**config.mk**
```make
export PLATFORM = sky130hd
export DESIGN_NAME = fdc_host_bridge_flat
export DESIGN_NICKNAME = d
export VERILOG_FILES = /design/src/rtl/fdc_host_bridge_pkg.sv /design/src/rtl/fdc_host_bridge_if.sv /design/src/rtl/fdc_strobe_fsm.sv /design/src/rtl/fdc_host_bridge.sv /design/src/flat_wrapper.sv
export SDC_FILE = /design/constraint.sdc
export NUM_CORES = 1
export LEC_CHECK = 0
export CAP_MARGIN = 25
export CORE_UTILIZATION = 25
export DETAILED_ROUTE_END_ITERATION = 6
export SETUP_SLACK_MARGIN = 0.3
export SYNTH_ARGS = -nofsm -noshare
export SYNTH_HDL_FRONTEND = slang
export SYNTH_SLANG_ARGS = --single-unit
export TNS_END_PERCENT = 5
```
**constraint.sdc**
```tcl
create_clock -name CLK -period 2 [get_ports CLK]
set_input_delay 0.5 -clock CLK [delete_from_list [all_inputs] [get_ports CLK]]
set_output_delay 0.5 -clock CLK [all_outputs]
set_load 0.05 [all_outputs]
```
**src/rtl/fdc_host_bridge_pkg.sv**
```systemverilog
// Shared types and constants for the floppy-controller host bridge.
package fdc_bridge_pkg;

    typedef enum logic [1:0] {
        ST_IDLE    = 2'd0,
        ST_ARMED   = 2'd1,
        ST_RELEASE = 2'd2
    } strobe_state_t;

    // Bit positions inside the drive control register.
    localparam int HALT_EN_BIT = 7;
    localparam int DS3_BIT     = 6;
    localparam int DENSITY_BIT = 5;
    localparam int PRECOMP_BIT = 4;
    localparam int MOTOR_BIT   = 3;

    localparam logic [7:0] DEFAULT_SDC_MAGIC = 8'h43;

    // Lowest selected drive among {ds3, ds2, ds1, ds0} that actually exists,
    // as 1..num_drives; 0 when nothing is selected or the SDC handoff value is written.
    function automatic logic [2:0] drive_decode(input logic [7:0] value,
                                                input logic [7:0] magic,
                                                input int         num_drives);
        logic [3:0] sel;
        drive_decode = 3'd0;
        sel = {value[DS3_BIT], value[2:0]};
        if (value != magic) begin
            for (int i = 3; i >= 0; i--) begin
                if (i < num_drives && sel[i]) drive_decode = 3'(i + 1);
            end
        end
    endfunction

endpackage

```
**src/rtl/fdc_host_bridge_if.sv**
```systemverilog
// Bridge-to-controller bus for up to four WD1793-style controllers.
// Handshake: a per-drive strobe (fdc_rd/fdc_wr) acts as "valid" and holds
// fdc_addr/fdc_din stable; the controller accepts it on the one fdc_ce tick
// that the strobe overlaps ("ready"), and the strobe drops on the next cycle.
interface fdc_host_bridge_if #(
    parameter int NUM_DRIVES = 4
);
    logic                    fdc_ce;
    logic [NUM_DRIVES-1:0]   fdc_rd;
    logic [NUM_DRIVES-1:0]   fdc_wr;
    logic [1:0]              fdc_addr;
    logic [7:0]              fdc_din;
    logic [8*NUM_DRIVES-1:0] fdc_dout;
    logic [NUM_DRIVES-1:0]   fdc_drq;
    logic [NUM_DRIVES-1:0]   fdc_intrq;

    modport master (
        output fdc_ce, fdc_rd, fdc_wr, fdc_addr, fdc_din,
        input  fdc_dout, fdc_drq, fdc_intrq
    );

    modport slave (
        input  fdc_ce, fdc_rd, fdc_wr, fdc_addr, fdc_din,
        output fdc_dout, fdc_drq, fdc_intrq
    );
endinterface

```
**src/rtl/fdc_strobe_fsm.sv**
```systemverilog
// Synchronises CPU request levels and turns each rising request into a single
// controller strobe that overlaps exactly one controller enable tick.
module fdc_strobe_fsm
    import fdc_bridge_pkg::*;
#(
    parameter int NUM_DRIVES = 4
) (
    input  logic                  clk,
    input  logic                  rst_n,
    input  logic                  rd_req,
    input  logic                  wr_req,
    input  logic                  sdc_en,
    input  logic                  fdc_ce,
    input  logic [1:0]            address,
    input  logic [7:0]            data_in,
    input  logic [2:0]            drive_index,
    output logic [NUM_DRIVES-1:0] rd_strobe,
    output logic [NUM_DRIVES-1:0] wr_strobe,
    output logic [1:0]            addr,
    output logic [7:0]            din,
    output logic                  launch,
    output strobe_state_t         state
);

    logic          rd_s1, rd_s2, rd_s3;
    logic          wr_s1, wr_s2, wr_s3;
    logic          rd_rise, wr_rise;
    logic          lat_rd;
    logic [2:0]    lat_drive;
    strobe_state_t state_next;

    assign rd_rise = rd_s2 & ~rd_s3;
    assign wr_rise = wr_s2 & ~wr_s3;

    // Two-flop synchronisers plus a history flop for edge detection; SDC ownership blocks new requests.
    always_ff @(posedge clk or negedge rst_n) begin
        if (!rst_n) begin
            {rd_s1, rd_s2, rd_s3} <= 3'b000;
            {wr_s1, wr_s2, wr_s3} <= 3'b000;
        end else begin
            rd_s1 <= rd_req & ~sdc_en;
            rd_s2 <= rd_s1;
            rd_s3 <= rd_s2;
            wr_s1 <= wr_req & ~sdc_en;
            wr_s2 <= wr_s1;
            wr_s3 <= wr_s2;
        end
    end

    // State register.
    always_ff @(posedge clk or negedge rst_n) begin
        if (!rst_n) state <= ST_IDLE;
        else        state <= state_next;
    end

    // Capture the target and payload when an operation launches; later control writes cannot retarget it.
    always_ff @(posedge clk or negedge rst_n) begin
        if (!rst_n) begin
            addr      <= 2'd0;
            din       <= 8'h00;
            lat_drive <= 3'd0;
            lat_rd    <= 1'b0;
        end else if (launch) begin
            addr      <= address;
            din       <= data_in;
            lat_drive <= drive_index;
            lat_rd    <= rd_rise;
        end
    end

    // Next state: launch on a request edge, leave ARMED after the enable tick, re-arm only once both requests drop.
    always_comb begin
        state_next = state;
        launch     = 1'b0;
        case (state)
            ST_IDLE: begin
                if (rd_rise || wr_rise) begin
                    launch     = 1'b1;
                    state_next = ST_ARMED;
                end
            end
            ST_ARMED: begin
                if (fdc_ce) state_next = ST_RELEASE;
            end
            ST_RELEASE: begin
                if (!rd_s2 && !wr_s2) state_next = ST_IDLE;
            end
            default: state_next = ST_IDLE;
        endcase
    end

    // Strobe decode from registered state, so reset removes it asynchronously.
    always_comb begin
        rd_strobe = '0;
        wr_strobe = '0;
        if (state == ST_ARMED) begin
            for (int i = 0; i < NUM_DRIVES; i++) begin
                if (lat_drive == 3'(i + 1)) begin
                    rd_strobe[i] = lat_rd;
                    wr_strobe[i] = ~lat_rd;
                end
            end
        end
    end

endmodule

```
**src/rtl/fdc_host_bridge.sv**
```systemverilog
// CPU-to-floppy-controller bridge: control register, controller clock enable,
// request strobing, per-drive status/data multiplexing and motor-off timeout.
module fdc_host_bridge
    import fdc_bridge_pkg::*;
#(
    parameter int          NUM_DRIVES    = 4,
    parameter int          CE_DIV        = 6,
    parameter logic [23:0] MOTOR_TIMEOUT = 24'd8000000,
    parameter logic [7:0]  SDC_MAGIC     = DEFAULT_SDC_MAGIC
) (
    input  logic              CLK,
    input  logic              RESET_N,
    input  logic [1:0]        ADDRESS,
    input  logic [7:0]        DATA_IN,
    input  logic              CTRL_WR,
    input  logic              FDC_RD_REQ,
    input  logic              FDC_WR_REQ,
    input  logic              SDC_EN,
    fdc_host_bridge_if.master fdc,
    output logic [7:0]        ctrl_value,
    output logic [2:0]        drive_index,
    output logic              side,
    output logic              motor_on,
    output logic [7:0]        DATA_OUT,
    output logic              HALT,
    output logic              NMI,
    output logic              busy
);

    localparam int               CNT_W    = $clog2(CE_DIV);
    localparam logic [CNT_W-1:0] CNT_LAST = CNT_W'(CE_DIV - 1);
    localparam logic [23:0]      TMO_LAST = MOTOR_TIMEOUT - 24'd1;
    localparam bit               TMO_EN   = (MOTOR_TIMEOUT != 24'd0);

    logic [CNT_W-1:0] ce_cnt;
    logic [23:0]      tmo_cnt;
    logic             tmo_fire;
    logic             drq_sel;
    logic             intrq_sel;
    logic             launch;
    strobe_state_t    fsm_state;

    // Controller enable divider: one single-cycle tick every CE_DIV clocks.
    always_ff @(posedge CLK or negedge RESET_N) begin
        if (!RESET_N)              ce_cnt <= '0;
        else if (ce_cnt == CNT_LAST) ce_cnt <= '0;
        else                       ce_cnt <= ce_cnt + 1'b1;
    end

    assign fdc.fdc_ce = (ce_cnt == CNT_LAST);

    assign tmo_fire = TMO_EN && fdc.fdc_ce && ctrl_value[MOTOR_BIT] && (tmo_cnt == TMO_LAST);

    // Inactivity counter in enable ticks; restarts on any control write or launched operation, saturates at the limit.
    always_ff @(posedge CLK or negedge RESET_N) begin
        if (!RESET_N)
            tmo_cnt <= 24'd0;
        else if (CTRL_WR || launch)
            tmo_cnt <= 24'd0;
        else if (fdc.fdc_ce && ctrl_value[MOTOR_BIT] && (tmo_cnt != TMO_LAST))
            tmo_cnt <= tmo_cnt + 24'd1;
    end

    // Control register: CPU write beats the motor timeout, a pending INTRQ on the selected drive beats both for halt_en.
    always_ff @(posedge CLK or negedge RESET_N) begin
        if (!RESET_N) begin
            ctrl_value  <= 8'h00;
            drive_index <= 3'd0;
        end else begin
            if (CTRL_WR) begin
                ctrl_value  <= DATA_IN;
                drive_index <= drive_decode(DATA_IN, SDC_MAGIC, NUM_DRIVES);
            end else if (tmo_fire) begin
                ctrl_value[MOTOR_BIT] <= 1'b0;
            end
            if (intrq_sel) ctrl_value[HALT_EN_BIT] <= 1'b0;
        end
    end

    // Per-drive status and read-data multiplexer for the currently selected drive.
    always_comb begin
        drq_sel   = 1'b0;
        intrq_sel = 1'b0;
        DATA_OUT  = 8'h00;
        for (int i = 0; i < NUM_DRIVES; i++) begin
            if (drive_index == 3'(i + 1)) begin
                drq_sel   = fdc.fdc_drq[i];
                intrq_sel = fdc.fdc_intrq[i];
                DATA_OUT  = fdc.fdc_dout[8*i +: 8];
            end
        end
    end

    // With four drives bit 6 is the fourth drive select, so there is no side bit.
    assign side     = (NUM_DRIVES == 4) ? 1'b0 : ctrl_value[DS3_BIT];
    assign motor_on = ctrl_value[MOTOR_BIT];
    assign HALT     = ~SDC_EN & ctrl_value[HALT_EN_BIT] & (drive_index != 3'd0) & ~drq_sel;
    assign NMI      = ~SDC_EN & ctrl_value[DENSITY_BIT] & intrq_sel;
    assign busy     = (fsm_state != ST_IDLE);

    fdc_strobe_fsm #(
        .NUM_DRIVES (NUM_DRIVES)
    ) u_strobe (
        .clk         (CLK),
        .rst_n       (RESET_N),
        .rd_req      (FDC_RD_REQ),
        .wr_req      (FDC_WR_REQ),
        .sdc_en      (SDC_EN),
        .fdc_ce      (fdc.fdc_ce),
        .address     (ADDRESS),
        .data_in     (DATA_IN),
        .drive_index (drive_index),
        .rd_strobe   (fdc.fdc_rd),
        .wr_strobe   (fdc.fdc_wr),
        .addr        (fdc.fdc_addr),
        .din         (fdc.fdc_din),
        .launch      (launch),
        .state       (fsm_state)
    );

endmodule
```
**src/flat_wrapper.sv**
```systemverilog
// flat-port wrapper written by rule: the top's interface ports become plain ports
module fdc_host_bridge_flat import fdc_bridge_pkg::*;
#(
    parameter int          NUM_DRIVES    = 4,
    parameter int          CE_DIV        = 6,
    parameter logic [23:0] MOTOR_TIMEOUT = 24'd8000000,
    parameter logic [7:0]  SDC_MAGIC     = DEFAULT_SDC_MAGIC
)
  (CLK, RESET_N, ADDRESS, DATA_IN, CTRL_WR, FDC_RD_REQ, FDC_WR_REQ, SDC_EN, ctrl_value, drive_index, side, motor_on, DATA_OUT, HALT, NMI, busy, fdc_fdc_ce, fdc_fdc_rd, fdc_fdc_wr, fdc_fdc_addr, fdc_fdc_din, fdc_fdc_dout, fdc_fdc_drq, fdc_fdc_intrq);
  fdc_host_bridge_if #(.NUM_DRIVES(NUM_DRIVES)) fdc_i ();
  input  logic CLK;
  input  logic RESET_N;
  input  logic [1:0] ADDRESS;
  input  logic [7:0] DATA_IN;
  input  logic CTRL_WR;
  input  logic FDC_RD_REQ;
  input  logic FDC_WR_REQ;
  input  logic SDC_EN;
  output logic [7:0] ctrl_value;
  output logic [2:0] drive_index;
  output logic side;
  output logic motor_on;
  output logic [7:0] DATA_OUT;
  output logic HALT;
  output logic NMI;
  output logic busy;
  output wire logic [$bits(fdc_i.fdc_ce)-1:0] fdc_fdc_ce;
  output wire logic [$bits(fdc_i.fdc_rd)-1:0] fdc_fdc_rd;
  output wire logic [$bits(fdc_i.fdc_wr)-1:0] fdc_fdc_wr;
  output wire logic [$bits(fdc_i.fdc_addr)-1:0] fdc_fdc_addr;
  output wire logic [$bits(fdc_i.fdc_din)-1:0] fdc_fdc_din;
  input wire logic [$bits(fdc_i.fdc_dout)-1:0] fdc_fdc_dout;
  input wire logic [$bits(fdc_i.fdc_drq)-1:0] fdc_fdc_drq;
  input wire logic [$bits(fdc_i.fdc_intrq)-1:0] fdc_fdc_intrq;
  assign fdc_fdc_ce = fdc_i.fdc_ce;
  assign fdc_fdc_rd = fdc_i.fdc_rd;
  assign fdc_fdc_wr = fdc_i.fdc_wr;
  assign fdc_fdc_addr = fdc_i.fdc_addr;
  assign fdc_fdc_din = fdc_i.fdc_din;
  assign fdc_i.fdc_dout = fdc_fdc_dout;
  assign fdc_i.fdc_drq = fdc_fdc_drq;
  assign fdc_i.fdc_intrq = fdc_fdc_intrq;
  fdc_host_bridge #(.NUM_DRIVES(NUM_DRIVES), .CE_DIV(CE_DIV), .MOTOR_TIMEOUT(MOTOR_TIMEOUT), .SDC_MAGIC(SDC_MAGIC)) u_core (.CLK(CLK), .RESET_N(RESET_N), .ADDRESS(ADDRESS), .DATA_IN(DATA_IN), .CTRL_WR(CTRL_WR), .FDC_RD_REQ(FDC_RD_REQ), .FDC_WR_REQ(FDC_WR_REQ), .SDC_EN(SDC_EN), .fdc(fdc_i), .ctrl_value(ctrl_value), .drive_index(drive_index), .side(side), .motor_on(motor_on), .DATA_OUT(DATA_OUT), .HALT(HALT), .NMI(NMI), .busy(busy));
endmodule
```
==> flow_summary.ini, run 1 <==
[outcome]
status = finished, violations left
violations = setup timing

[sta]
finalMaxSlewViolations = 0
rsz0062_at_grt = true
finalCriticalPeriod_ps = 2190
hold_viol = 0
fin_ws_ps = -191
post-route-period-util_pct = 110
holdWs_ps = 188
max_freq_mhz = 456
setup_violations = 14
fin_setup_tns_ps = -1110
finClkSkew_ps = 9.26

[finish]
antenna_cells = 0
drive_above_1_share_pct = 41.3
syn2layout_area_growth_pct = 70.5
utilization_pct = 44.0
final_cells = 592
fillers = 1102
num-nets-final = 476

[detailed_routing]
wl_met1_um = 3800
wl_met3_um = 461
highest_layer = met4
viasPerCell = 4.73
first_pass_iters = 4
vias = 2799
drtAntennaViolNets = 0
wire_per_inst_um = 14.7
first_iter_violations = 89
wl_met2_um = 4300
routed_wl_um = 8700
drc = 0

[synthesis]
async_flop_share_pct = 100
netlist_top_cells_area = dfrtp_1, mux2_2, mux2i_1
synth_most_common_cell = dfrtp_1
synth_seq_area_share_pct = 48.2
synth_cells = 298
synthFlopType = dfrtp_1
synth_common_cells = dfrtp_1, nor2_1, nand2_1, mux2_2
syn_area_sq_mm = 0.00312
ys_seq_elements = 60
synth_edf_count = 0
syn_area_per_cell_sq_um = 10.5
synth_cell_types = 53
synth_top_area_share_pct = 48.2
syn_nets = 355
ys_warn_count = 0
yosys.area.top_type = dfrtp_1

[power_and_ir_drop]
power_density_mw_per_mm2 = 874
p_sw_share_pct = 35.3
finalPower_w = 0.00464
clkPwrFrac_pct = 33.1
seqPwrFrac_pct = 32.5
power_switching_w = 0.00164
ir_worst_vdd_mv = 0.746
p_leak_nw = 2.07
p_comb_share_pct = 34.4
cellInternalPower_w = 0.00300

[worst_setup_path]
startpoint_type = flip-flop
crit_path_end_kind = primary output
crit_type = flip-flop to primary output
crit_chain = buf_6 -> mux2i_1 -> o22a_1 -> nor3b_4 -> buf_12
cp_top_family = flip-flops
critPathArrivalTime_ps = 1690
cp.required_ps = 1500
slowest_stage = dfrtp_2
cp_num_buf_inv = 2
slowest_delay_ps = 460
crit_fanout = 6

[placement]
dp_hpwl_um = 6470
portBuffers = 97
gp_congestion = 0.753
placedCellCount = 570

[clock_tree]
clkTransAtPathRegs_ps = 60
tritoncts = yes
cts_made_buffers = 9
cts_root_buf = clkbuf_16
clkLatencyLatePin_ps = 330
htreeDepth = 3
clockBufferDepth = 2
cts.sinks = 60

[global_route]
grt_max_degree = 32
grt_pass1_wl_um = 14400
globalRoute.totalOverflow = 0
antenna_found_initial = 0
grt_pass1_vias = 2886
globalRouteTotalUtil_pct = 14.2

[floorplan]
rows = 40
initial_core_util_pct = 25.8
chipHeight_um = 114
core-area_sq_mm = 0.0121
fp.dieW_um = 114
dieArea_sq_mm = 0.0129
io_pins = 99

[run]
cap_violations = 0

[min_path]
hp-class = input pin to asynchronous set/reset pin
==> path summary, 6_finish.rpt <==
| check | from | to | slack (ps) | cells past startpoint |
|---|---|---|---|---|
| max | u_core.drive_index[1]$_DFFE_PN0P_ | NMI | -190 | 5 |
| min | RESET_N | u_core.u_strobe.addr[0]$_DFFE_PN0P_ | 190 | 2 |
| max reg2reg | u_core.tmo_cnt[14]$_DFFE_PN0P_ | u_core.tmo_cnt[5]$_DFFE_PN0P_ | 160 | 5 |
| min reg2reg | u_core.u_strobe.rd_s1$_DFF_PN0_ | u_core.u_strobe.rd_s2$_DFF_PN0_ | 360 | 0 |
| max in group asynchronous | RESET_N | u_core.tmo_cnt[14]$_DFFE_PN0P_ | 1450 | 2 |
| min in group CLK | u_core.u_strobe.rd_s1$_DFF_PN0_ | u_core.u_strobe.rd_s2$_DFF_PN0_ | 360 | 0 |
==> flip-flops by register name, summed over array words and instances, names as in the netlist <==
name                       cells
u_core.u_strobe.rd_s2          1
u_core.u_strobe.wr_s2          1
u_core.u_strobe.lat_drive      3
u_core.u_strobe.state          2
u_core.u_strobe.addr           2
u_core.u_strobe.wr_s1          1
u_core.u_strobe.rd_s3          1
u_core.tmo_cnt                24
u_core.u_strobe.lat_rd         1
u_core.u_strobe.din            8
u_core.drive_index             3
u_core.u_strobe.rd_s1          1
u_core.u_strobe.wr_s3          1
u_core.ce_cnt                  3
u_core.ctrl_value              8
==> layer usage <==
layer,global-route usage [%],vias up
met5,0,-
met4,5.26,0
met3,4.30,14
met2,22.8,67
met1,18.0,1385
li1,-,1333
==> cells by family (layout without fill, tap and decap cells) <==
group                      count (synthesis)  in the layout  synth area share, %
and+or+nand+nor                          117            117                 21.1
DFF                                       60             60                 48.2
AOI/OAI and AO/OA                         48             48                 10.7
muxes                                     31             31                 10.7
buffers and inverters                     21            147                 3.41
xor gates and xnor gates                  19             19                 5.34
adders and majority gates                  1              1                0.402
other                                      1              1                0.120
==> timing repair <==
| item | in CTS | in global routing |
|---|---|---|
| setup endpoints to repair | 50 | 54 |
| resized for setup | 67 | 23 |
| pin swaps | 38 | 37 |
| setup buffers | 5 | 1 |
| hold buffers | 0 | 0 |
==> through the flow <==
stage          cell area [sq um]  setup WS [ps]
3_5_place_dp                4700           -276
3_3_place_gp                4700           -261
4_1_cts                     5220           -218
2_1_floorplan               3250           -281
5_1_grt                     5310           -267
6_report                    5310           -191
==> layout by cell type, fill, tap and decap left out, types with 8 or more instances in the layout <==
master | Yosys | final
o21ai_0 | 10 | 9
nand3_1 | 12 | 11
mux2_2 | 19 | 19
clkdlybuf4s50_1 | 0 | 54
nand2_1 | 21 | 18
buf_12 | 0 | 23
nor2_1 | 32 | 27
dfrtp_2 | 0 | 12
mux2i_1 | 12 | 11
dfrtp_1 | 60 | 48
xnor2_1 | 11 | 11
xor2_1 | 8 | 8
a22oi_2 | 0 | 9
buf_4 | 2 | 34
clkbuf_16 | 0 | 9
==> area by class of cell <==
cell class | count | area [sq um] | area share [%]
clock buffer | 9 | 225 | 4.24
sequential | 60 | 1520 | 28.6
timing repair buffer | 124 | 1380 | 25.9
multi-input combinational | 217 | 1880 | 35.4
inverter | 7 | 28.8 | 0.542
tap | 168 | 210 | 3.96
clock inverter | 7 | 75.1 | 1.41
==> power by group through the flow <==
stage | sequential, W | clock [W] | combinational (W)
after floorplan | 0.00189 | 0 | 0.000522
after global placement | 0.00150 | 0 | 0.00155
after detailed placement | 0.00151 | 0 | 0.00157
after CTS | 0.00150 | 0.00159 | 0.00160
after global routing | 0.00153 | 0.00163 | 0.00168
final | 0.00151 | 0.00154 | 0.00160
No activity file was read; power rests on OpenSTA's default activity.
==> inputs of run 2 (changes only) <==
CAP_MARGIN = 10   (was 25)
PLACE_DENSITY = 0.57   (was default)
==> run 2 against run 1 <==
The flow still finishes with violations (setup timing). Global-route usage up 0.12 points. Die area unchanged. Sequential share of layout area up 0.21 points. Worst setup slack better by 3.8 ps. Sequential power about the same. Clock skew down 2.5 ps. Design area down 0.80%. Flip-flop and latch count unchanged. Largest cell class unchanged.
==> flow_summary.ini, run 2 (same netlist as run 1, synthesis figures left out) <==
[clock_tree]
holdBufCountCts = 0
clkTransAtPathRegs_ps = 60
clkLatencyLatePin_ps = 330
htreeDepth = 3
cts.sinks = 60
cts_root_buf = clkbuf_16
clockBufferDepth = 2
tritoncts = yes
cts_made_buffers = 9

[global_route]
antenna_found_initial = 0
globalRoute.totalOverflow = 0
globalRouteTotalUtil_pct = 14.3
grt_max_degree = 61
grt_pass1_wl_um = 14500
grt_pass1_vias = 2857

[finish]
largest-register = u_core.tmo_cnt
biggestRegsByFlops = u_core.tmo_cnt: 24 flops, u_core.ctrl_value: 8 flops, u_core.u_strobe.din: 8 flops
mostFrequentLayoutCell = clkdlybuf4s50_1
fillers = 1115
utilization_pct = 43.7
area.sequential_sq_mm = 0.00152
fin_area_sq_mm = 0.00527
syn2layout_area_growth_pct = 69.1
multiInputGateArea_sq_mm = 0.00183
final_cell_mix = clkdlybuf4s50_1, dfrtp_1, buf_4
drive_above_1_share_pct = 40.0
num-nets-final = 475
antenna_cells = 0
largest_reg_flops = 24

[detailed_routing]
first_iter_violations = 79
first_pass_iters = 4
viasPerCell = 4.65
drtAntennaViolNets = 0
wire_per_inst_um = 14.8
routed_wl_um = 8730
drc = 0
vias = 2746

[sta]
max_freq_mhz = 457
finClkSkew_ps = 6.75
post-route-period-util_pct = 109
finalMaxSlewViolations = 0
fin_ws_ps = -187
setup_violations = 13
hold_viol = 0
rsz0062_at_grt = true
finalCriticalPeriod_ps = 2190

[placement]
dp_hpwl_um = 6670
post_dp_cell_area_sq_mm = 0.00471
portBuffers = 97
pre_cts_ws_ps = -257
gp_congestion = 0.789

[floorplan]
io_pins = 99
initial_core_util_pct = 25.8
chipHeight_um = 114
fp.dieW_um = 114
core-area_sq_mm = 0.0121
rows = 40
dieArea_sq_mm = 0.0129

[worst_setup_path]
crit_type = flip-flop to primary output
regToRegStartpoint = u_core.ce_cnt[1]$_DFF_PN0_
cp.required_ps = 1500
startpoint_type = flip-flop
crit_path_end_kind = primary output
reg2reg_slack_ps = 100
r2r-end = u_core.tmo_cnt[11]$_DFFE_PN0P_
r2r_cells = 5
crit_fanout = 8
critPathArrivalTime_ps = 1690

[power_and_ir_drop]
ir_worst_vdd_mv = 0.682
p_leak_nw = 2.10
power_density_mw_per_mm2 = 923

[outcome]
violations = setup timing
status = finished, violations left

[min_path]
hp-class = input pin to asynchronous set/reset pin

[run]
cap_violations = 0
-- run 2: cell types whose count changed in the layout (fill, tap and decap cells not counted), moves of 3 or more --
cell,delta
clkdlybuf4s15_1,-3
a22oi_2,-7
a22oi_1,+7
buf_4,+3
-- run 2: power by group --
part	internal (W)	total, W	switching (W)
sequential	0.00137	0.00151	0.000133
clock	0.00122	0.00180	0.000572
combinational	0.000635	0.00156	0.000924
-- run 2: critical path: stages, from the launching register on --
cell and delay [ps]:
dfrtp_2 490, nor2b_4 200, a22oi_1 70, o22a_1 210, nor3b_4 220, buf_12 160
-- run 2: final cells by class --
cell class                 instances  area share [%]
multi-input combinational        217            34.7
sequential                        60            28.8
timing repair buffer             123            25.5
clock buffer                       9            4.27
tap                              168            3.99
clock inverter                     7            2.33
inverter                           7           0.499
-- run 2: how the worst max path moves through the flow --
stage	startpoint	endpoint	slack, ps
2_1_floorplan	u_core.drive_index[1]$_DFFE_PN0P_	NMI	-280
3_3_place_gp	fdc_fdc_drq[1]	HALT	-250
3_5_place_dp	fdc_fdc_drq[1]	HALT	-260
4_1_cts	u_core.drive_index[1]$_DFFE_PN0P_	NMI	-210
5_1_grt	u_core.drive_index[1]$_DFFE_PN0P_	NMI	-280
6_report	u_core.drive_index[1]$_DFFE_PN0P_	NMI	-190
-- run 2: timing repair --
action	in CTS	in global routing
pin swaps	24	34
setup endpoints to repair	47	53
buffers inserted	3	0
hold endpoints to repair	0	0
resized for setup	43	28
-- run 2: layer usage --
metal  global-route usage, %  vias up  part of all wire [%]
li1                        -     1329                     -
met1                    19.2     1355                    47
met2                    22.2       52                    48
met3                    3.61       10                   3.6
met4                    5.35        0                   1.6
met5                       0        -                     0
-- run 2: per-stage QoR --
| stage | instances | setup TNS (ps) | hold slack [ps] | total power, W |
|---|---|---|---|---|
| 2_1_floorplan | 298 | -2800 | 204 | 0.00241 |
| 5_1_grt | 591 | -2770 | 199 | 0.00506 |
| 3_5_place_dp | 572 | -462 | 335 | 0.00308 |
| 3_3_place_gp | 572 | -437 | 333 | 0.00307 |
| 4_1_cts | 591 | -1780 | 185 | 0.00492 |
| 6_report | 591 | -1410 | 176 | 0.00486 |
==> inputs of run 3 (changes only) <==
CORE_ASPECT_RATIO = 1.75   (was default)
GPL_TIMING_DRIVEN = 0   (was default)
clock period = 2.5 ns   (was 2 ns; I/O delays follow)
==> run 3 against run 2 <==
The flow now finishes without violations. Highest routed layer unchanged. Non-clock buffer count is 6 lower. Worst setup slack improved by 240 ps. Design area is 7.6% lower. Combinational power fell by 24%. Critical endpoint unchanged. Global-route usage increased by 0.59 points. Sequential power fell by 20%. Utilization down 3.3 points. Largest cell class unchanged.
==> flow_summary.ini, run 3 (same netlist as run 1, synthesis figures left out) <==
[finish]
final_cell_mix = clkdlybuf4s50_1, dfrtp_1, nor2_1
largest-register = u_core.tmo_cnt
biggestRegsByFlops = u_core.tmo_cnt: 24 flops, u_core.ctrl_value: 8 flops, u_core.u_strobe.din: 8 flops
num-nets-final = 470
drive_above_1_share_pct = 27.3
largest_reg_flops = 24
mostFrequentLayoutCell = clkdlybuf4s50_1
syn2layout_area_growth_pct = 56.3
antenna_cells = 0
fin_area_sq_mm = 0.00487

[floorplan]
core-area_sq_mm = 0.0121
fp.dieW_um = 86.4
initial_core_util_pct = 25.8
rows = 53
io_pins = 99
chipHeight_um = 150
dieArea_sq_mm = 0.0129

[outcome]
status = finished, final reports clean

[power_and_ir_drop]
clkPwrFrac_pct = 36.4
ir_worst_vdd_mv = 0.409
cellInternalPower_w = 0.00248
p_leak_nw = 2.00
seqPwrFrac_pct = 32.0
p_sw_share_pct = 34.4
p_comb_share_pct = 31.6
power_density_mw_per_mm2 = 775
power_switching_w = 0.00130
finalPower_w = 0.00377

[min_path]
hp-class = input pin to asynchronous set/reset pin

[detailed_routing]
first_pass_iters = 4
drtAntennaViolNets = 0
first_iter_violations = 125
wire_per_inst_um = 15.3
routed_wl_um = 8930
viasPerCell = 4.77
vias = 2778
drc = 0

[clock_tree]
clkTransAtPathRegs_ps = 50
clockBufferDepth = 2
cts_root_buf = clkbuf_16
cts_made_buffers = 9
holdBufCountCts = 0
tritoncts = yes
cts.sinks = 60
htreeDepth = 3
clkLatencyLatePin_ps = 330

[global_route]
grt_max_degree = 35
grt_pass1_wl_um = 14500
grt_pass1_vias = 2971
globalRouteTotalUtil_pct = 14.9
globalRoute.totalOverflow = 0
antenna_found_initial = 0

[sta]
finClkSkew_ps = 3.97
post-route-period-util_pct = 97.7
relSlewSlack_pct = 55.1
hold_viol = 0
worst_slew_pin_slew_ps = 674
finalCriticalPeriod_ps = 2440
holdWs_ps = 332
rsz0062_at_grt = true
fin_ws_ps = 57.0
setup_violations = 0
max_freq_mhz = 409
finalMaxSlewViolations = 0
fin_setup_tns_ps = 0

[worst_setup_path]
r2r_cells = 6
r2r-end = u_core.tmo_cnt[16]$_DFFE_PN0P_
reg2reg_slack_ps = 530
startpoint_type = flip-flop
crit_chain = clkbuf_8 -> nor2b_4 -> buf_8 -> a22oi_2 -> o22a_1 -> nor3b_4 -> buf_6
crit_type = flip-flop to primary output
cp.required_ps = 1880
slowest_delay_ps = 360
slowest_stage = dfrtp_1
regToRegStartpoint = u_core.tmo_cnt[0]$_DFFE_PN0P_
crit_path_end_kind = primary output
crit_fanout = 6
critPathArrivalTime_ps = 1820

[placement]
post_dp_cell_area_sq_mm = 0.00439
dp_hpwl_um = 6860
pre_cts_ws_ps = -666
portBuffers = 96
gp_congestion = 0.779

[run]
cap_violations = 0
-- run 3: changes by cell type in the layout (fill, tap and decap cells not counted), moves of 4 or more --
| cell | delta |
|---|---|
| dfrtp_1 | +10 |
| nor4b_1 | +4 |
| buf_2 | +4 |
| buf_6 | +6 |
| buf_12 | -22 |
| clkdlybuf4s50_1 | +17 |
| dfrtp_2 | -10 |
| nor2_1 | +4 |
| buf_4 | -25 |
| clkbuf_4 | +7 |
-- run 3: area by class of cell --
class                           instances  area, sq um
Fill cell                            1198         7200
Multi-Input combinational cell        218         1700
Sequential cell                        60         1500
Timing Repair Buffer                  103          992
Clock buffer                           10          239
Tap cell                              165          206
Buffer                                 14          108
Clock inverter                          6         95.1
Inverter                                7         26.3
-- run 3: worst max-delay path: cells and delay by family, from the launching register on --
| family | cells | cell delay [ps] |
|---|---|---|
| AO/OA/AOI/OAI | 2 | 260 |
| flip-flops | 1 | 360 |
| buffers and inverters | 3 | 470 |
| AND/OR/NAND/NOR | 2 | 390 |
-- run 3: routing by layer --
metal,track usage (%),part of all wire [%]
met5,0,0
met4,5.50,1.4
met3,4.41,6.1
met2,28.9,59
met1,14.4,34
-- run 3: what timing repair did --
| item | 4_1_cts | 5_1_grt |
|---|---|---|
| buffers inserted | 4 | 1 |
| setup endpoints to repair | 23 | 24 |
| hold endpoints to repair | 0 | 0 |
| resized for setup | 84 | 77 |
| gates cloned | 2 | 0 |
| pin swaps | 3 | 7 |
-- run 3: how the worst max path moves through the flow --
stage | endpoint | slack [ps] | startpoint | cells after the start
after floorplan | NMI | -230 | u_core.drive_index[1]$_DFFE_PN0P_ | 6
after global placement | u_core.ctrl_value[5]$_DFFE_PN0P_ | -1160 | RESET_N | 1
after detailed placement | HALT | -670 | fdc_fdc_drq[1] | 5
after CTS | NMI | 60 | u_core.drive_index[1]$_DFFE_PN0P_ | 7
after global routing | NMI | -20 | u_core.drive_index[1]$_DFFE_PN0P_ | 7
final | NMI | 60 | u_core.drive_index[1]$_DFFE_PN0P_ | 7
-- run 3: through the flow --
step	utilization, %	cells
detailed placement	36.4	560
global route	40.3	583
global placement	36.3	559
CTS	39.9	582
finish	40.3	583
floorplan	-	298
-- run 3: power by group through the flow --
stage / clock (W) / sequential [W] / combinational (W)
2_1_floorplan: 0 / 0.00151 / 0.000403
3_3_place_gp: 0 / 0.00120 / 0.00115
3_5_place_dp: 0 / 0.00121 / 0.00115
4_1_cts: 0.00140 / 0.00120 / 0.00118
5_1_grt: 0.00145 / 0.00123 / 0.00125
6_report: 0.00137 / 0.00121 / 0.00119
